File: config.mk
export PLATFORM = sky130hd
export DESIGN_NAME = cmp_sweep
export DESIGN_NICKNAME = d
export VERILOG_FILES = /design/src/rtl/cmp_pkg.sv /design/src/rtl/cmp_unit.sv /design/src/rtl/cmp_sweep.sv
export SDC_FILE = /design/constraint.sdc
export NUM_CORES = 1
export LEC_CHECK = 0
export CAP_MARGIN = 20
export CORE_MARGIN = 2
export CORE_UTILIZATION = 45
export DETAILED_ROUTE_END_ITERATION = 7
export MAX_ROUTING_LAYER = met4
export PLACE_DENSITY_LB_ADDON = 0.12
export REMOVE_ABC_BUFFERS = 1
export SLEW_MARGIN = 0
export SYNTH_ARGS = -nofsm -noshare
export SYNTH_HDL_FRONTEND = slang
export SYNTH_SLANG_ARGS = --single-unit
File: constraint.sdc
create_clock -name clk -period 4.85 [get_ports clk]
set_input_delay 0.7275 -clock clk [delete_from_list [all_inputs] [get_ports clk]]
set_output_delay 0.7275 -clock clk [all_outputs]
set_load 0.01 [all_outputs]
File: src/rtl/cmp_pkg.sv
// Shared types for the candidate-sweep comparator: FSM states and compare-mode encodings.
package cmp_pkg;

  typedef enum logic [1:0] {
    IDLE  = 2'd0,
    SWEEP = 2'd1,
    DONE  = 2'd2
  } state_t;

  localparam logic KEY_DIFF = 1'b0;
  localparam logic KEY_EQ   = 1'b1;

  // Equality mode matches only when every bit agrees; difference mode is its complement.
  function automatic logic cmp_match(input logic key, input logic all_equal);
    return (key == KEY_EQ) ? all_equal : ~all_equal;
  endfunction

endpackage

File: src/rtl/cmp_unit.sv
// Combinational operand comparator: r is the match result for one candidate y against target x.
module cmp_unit
  import cmp_pkg::*;
#(
  parameter int unsigned WIDTH = 3
) (
  input  logic [WIDTH-1:0] x,
  input  logic [WIDTH-1:0] y,
  input  logic             key,
  output logic             r
);

  logic all_equal;

  assign all_equal = (x == y);
  assign r         = cmp_match(key, all_equal);

endmodule

File: src/rtl/cmp_sweep.sv
// Sweeps every candidate 0..DEPTH-1 against a latched target and records which ones match.
// Build option CMP_SWEEP_EARLY_STOP_EN ends an equality sweep right after its first hit.
module cmp_sweep
  import cmp_pkg::*;
#(
  parameter int unsigned WIDTH = 3,
  parameter int unsigned DEPTH = 2 ** WIDTH
) (
  input  logic             clk,
  input  logic             rst_n,
  input  logic             start,
  input  logic             key,
  input  logic [WIDTH-1:0] x,
  output logic             busy,
  output logic             done,
  output logic [WIDTH-1:0] y_out,
  output logic [DEPTH-1:0] hit_map,
  output logic [WIDTH:0]   hit_cnt,
  output logic [WIDTH-1:0] first_hit,
  output logic             found
);

  localparam logic [WIDTH-1:0] Y_LAST = WIDTH'(DEPTH - 1);

  state_t           state;
  logic [WIDTH-1:0] x_q;
  logic             key_q;
  logic             r_c;
  logic             last_c;
  logic             stop_c;

  cmp_unit #(.WIDTH(WIDTH)) u_cmp (
    .x   (x_q),
    .y   (y_out),
    .key (key_q),
    .r   (r_c)
  );

  assign last_c = (y_out == Y_LAST);

`ifdef CMP_SWEEP_EARLY_STOP_EN
  // Equality has at most one match, so nothing is lost by stopping on it.
  assign stop_c = last_c || ((key_q == KEY_EQ) && r_c);
`else
  assign stop_c = last_c;
`endif

  // Sweep controller with registered status and result outputs.
  always_ff @(posedge clk or negedge rst_n) begin
    if (!rst_n) begin
      state     <= IDLE;
      x_q       <= '0;
      key_q     <= KEY_DIFF;
      busy      <= 1'b0;
      done      <= 1'b0;
      y_out     <= '0;
      hit_map   <= '0;
      hit_cnt   <= '0;
      first_hit <= '0;
      found     <= 1'b0;
    end else begin
      case (state)
        IDLE: begin
          done <= 1'b0;
          if (start) begin
            x_q       <= x;
            key_q     <= key;
            hit_map   <= '0;
            hit_cnt   <= '0;
            first_hit <= '0;
            found     <= 1'b0;
            y_out     <= '0;
            busy      <= 1'b1;
            state     <= SWEEP;
          end
        end
        SWEEP: begin
          if (r_c) begin
            hit_map[y_out] <= 1'b1;
            hit_cnt        <= hit_cnt + (WIDTH + 1)'(1);
            if (!found) begin
              first_hit <= y_out;
              found     <= 1'b1;
            end
          end
          // y_out is left on the last candidate rather than wrapping.
          if (stop_c) begin
            done  <= 1'b1;
            state <= DONE;
          end else begin
            y_out <= y_out + WIDTH'(1);
          end
        end
        DONE: begin
          done  <= 1'b0;
          busy  <= 1'b0;
          state <= IDLE;
        end
        default: begin
          done  <= 1'b0;
          busy  <= 1'b0;
          state <= IDLE;
        end
      endcase
    end
  end

endmodule

==> flow_summary.json <==
{
  "firstDrtPassIters": 4,
  "setup_viol": 0,
  "die_w_um": 56.84,
  "finalHoldViolCount": 0,
  "viasPerCell": 5.417,
  "worstPathArrival_ns": 1.58,
  "die-area_sq_um": 3230,
  "cts_resized": 0,
  "p_per_area_nw_per_um2": 700.9,
  "area_delta_synth_final_pct": 24.80,
  "first_iter_violations": 14,
  "die_height_um": 56.84,
  "dpl.cell_count": 164,
  "swShare": 0.4059,
  "rsz0062_at_grt": "no",
  "critPathTopFamily": "flip-flops",
  "max_freq_ghz": 0.4339,
  "fin_setup_tns_ns": 0,
  "wire_per_inst_um": 14.08,
  "synth_compound_area_frac": 0.1315,
  "hold_end": "hit_cnt[3]",
  "cts.path.max_buffers": 2,
  "gr-usage-all-layers": 0.1755,
  "vdd_drop_max_v": 0.0004420,
  "synth_mux_area_frac": 0.06873,
  "cts_root_buf": "clkbuf_4",
  "drc": 0,
  "path_class": "reg2out",
  "r2r_cells": 4,
  "tightest_slew_ns": 0.6341,
  "hold_path_class": "reg2reg",
  "antenna_found_initial": 0,
  "grt_max_degree": 28,
  "start_util": 0.4635,
  "cp_cell_sequence": "clkdlybuf4s50_1",
  "start_kind": "register",
  "final.fill_count": 259,
  "drt-total-wl_um": 2366,
  "syn_inst": 110,
  "pin_count": 28,
  "grt_pass1_vias": 946,
  "p_int_uw": 652.7,
  "crit_path_end_kind": "output port",
  "vias": 910,
  "cap_viol_max_count": 0,
  "ctsHoldBuffers": 0,
  "numClockSinks": 27,
  "r2r-end": "hit_cnt[0]",
  "core_area_sq_um": 2710,
  "port-buffer-count": 27,
  "grt_pass1_wl_um": 4264,
  "status": "completed",
  "ant_nets": 0,
  "yosys.area_share.simple": 0.1384,
  "instances_no_fill": 168,
  "slew_violations": 0,
  "netlist_area_sq_um": 1256,
  "synth.distinct_cells": 34,
  "diodes": 0,
  "cp_num_buf_inv": 1,
  "htree_levels": 1,
  "clock_latency_ns": 0.31,
  "cts_tree": "done",
  "reg2reg_slack_ns": 2.84,
  "leakage_uw": 0.0006901,
  "fin_util": 0.5785,
  "whs_path_depth": 1,
  "gr-total-overflow": 0,
  "postCtsSetupBuffers": 0,
  "p_comb_frac": 0.521,
  "min_from": "hit_cnt[3]",
  "drive_above_1_share": 0.1022,
  "clk_pin_slew_ns": 0.14,
  "wl_met2_um": 1109,
  "slew_headroom": 0.5762,
  "yosys_warnings": 0,
  "rows": 19,
  "crit_path_max_fanout": 10,
  "max_stage_delay_ns": 0.64,
  "period_share": 0.4752,
  "synth-xor-area-share": 0.04781,
  "synth_top_family_by_area": "simple AND/OR/NAND/NOR gates",
  "cts_inserted_buffers": 3,
  "r2r-start": "y_out[1]",
  "layout.nets": 148,
  "p_seq_frac": 0.394,
  "drt-met1-wl_um": 1139,
  "crit_required_ns": 4.12,
  "place_congestion": 0.7117,
  "highest_layer": "met4",
  "yosysSeqAreaShare": 0.5378,
  "clock_skew_ns": 0.004136,
  "cp_slowest_cell": "dfrtp_1",
  "dpl.hpwl_um": 1759,
  "clockPowerShare": 0.085,
  "p_switching_uw": 446.0,
  "min_period_ns": 2.305,
  "ys_ff_latch": 27,
  "syn_avg_cell_area_sq_um": 11.42,
  "synth_fa_ha_area_frac": 0.02988,
  "wl_met3_um": 102
}
[power by group through the flow]
stage / clock network (uW) / registers, uW / logic [uW]
2_1_floorplan: 0 / 449 / 326
3_3_place_gp: 0 / 433 / 563
3_5_place_dp: 0 / 439 / 575
4_1_cts: 97.9 / 434 / 576
5_1_grt: 108 / 450 / 638
6_report: 93.5 / 433 / 573
[worst max path at each step]
stage	start	end	slack (ns)	cells after the start
after CTS	y_out[1]	y_out[1]	2.54	1
after global routing	y_out[0]	y_out[0]	2.48	1
final	y_out[1]	y_out[1]	2.55	1
after floorplan	y_out[1]	hit_map[0]	3.03	4
after global placement	start	key_q	2.66	3
after detailed placement	start	x_q[0]	2.64	3
[kinds of logic after synthesis]
logic type / after synthesis
flops: 27
buf+inv: 12
fa+ha+maj: 3
compound gates: 19
mux: 8
simple gates: 35
xor+xnor: 6
[sequential cells by signal (all words and copies together) (netlist names)]
name / count
hit_cnt: 4
first_hit: 3
busy: 1
hit_map: 8
done: 1
x_q: 3
state: 2
y_out: 3
found: 1
key_q: 1
[cell usage in the layout, fill, tap and decap left out, types with 2 or more instances in the layout]
master           synthesis  routed
and2_1                   3       3
mux2_2                   5       5
ha_1                     3       3
nand4_1                  4       4
dfrtp_1                 27      27
a32o_1                   5       5
clkdlybuf4s50_1          0      27
nor2b_1                  2       2
nand2_1                 14      14
xor2_1                   2       2
xnor2_1                  3       3
clkbuf_4                 0       3
o31ai_1                  2       2
mux2i_1                  3       3
inv_1                    7       7
o22ai_1                  2       2
nor2_1                   6       6
o21ai_0                  3       3
[synthesized netlist by cell type, drive strengths merged]
cell / count / share of area
nor3: 1 / 0.0040
o22ai: 2 / 0.010
dfrtp: 27 / 0.54
a32o: 5 / 0.040
a311o: 1 / 0.0080
or4: 1 / 0.0090
nand2: 14 / 0.042
nand2b: 1 / 0.0050
buf: 3 / 0.019
nand4: 4 / 0.020
nor2b: 2 / 0.010
a21oi: 1 / 0.0040
xor2: 3 / 0.027
and2: 4 / 0.022
mux2: 5 / 0.045
inv: 7 / 0.021
o41ai: 1 / 0.0070
mux2i: 3 / 0.024
ha: 3 / 0.030
nand3: 1 / 0.0040
o31ai: 3 / 0.029
o21ai: 3 / 0.012
nor2: 6 / 0.018
and3: 1 / 0.0050
a22o: 1 / 0.0080
a311oi: 1 / 0.0070
clkbuf: 2 / 0.0060
o32ai: 1 / 0.0070
xnor2: 3 / 0.021
[layer usage]
| metal | vias to the layer above | GRT usage |
|---|---|---|
| met5 | - | - |
| met4 | 0 | 0.05980 |
| met3 | 2 | 0.02535 |
| met2 | 19 | 0.2857 |
| met1 | 446 | 0.2257 |
| li1 | 443 | - |
[through the flow]
stage / setup WS [ns] / total power [uW] / hold slack, ns / cell area [sq um]
2_1_floorplan: 3.032 / 774.8 / 0.4319 / 1225
3_3_place_gp: 2.660 / 996.6 / 0.4657 / 1541
3_5_place_dp: 2.635 / 1014 / 0.4683 / 1541
4_1_cts: 2.538 / 1108 / 0.4958 / 1568
5_1_grt: 2.475 / 1196 / 0.5087 / 1568
6_report: 2.545 / 1099 / 0.4871 / 1568
[final cells by class]
type / instances / area, sq um / area share
clock buffers: 4 / 26.28 / 0.01676
inverters: 7 / 26.28 / 0.01676
well taps: 31 / 38.79 / 0.02474
multi-input cells: 71 / 523.0 / 0.3336
flip-flops and latches: 27 / 675.6 / 0.4310
repair buffers: 28 / 277.8 / 0.1772
(Power assumes the default switching activity.)
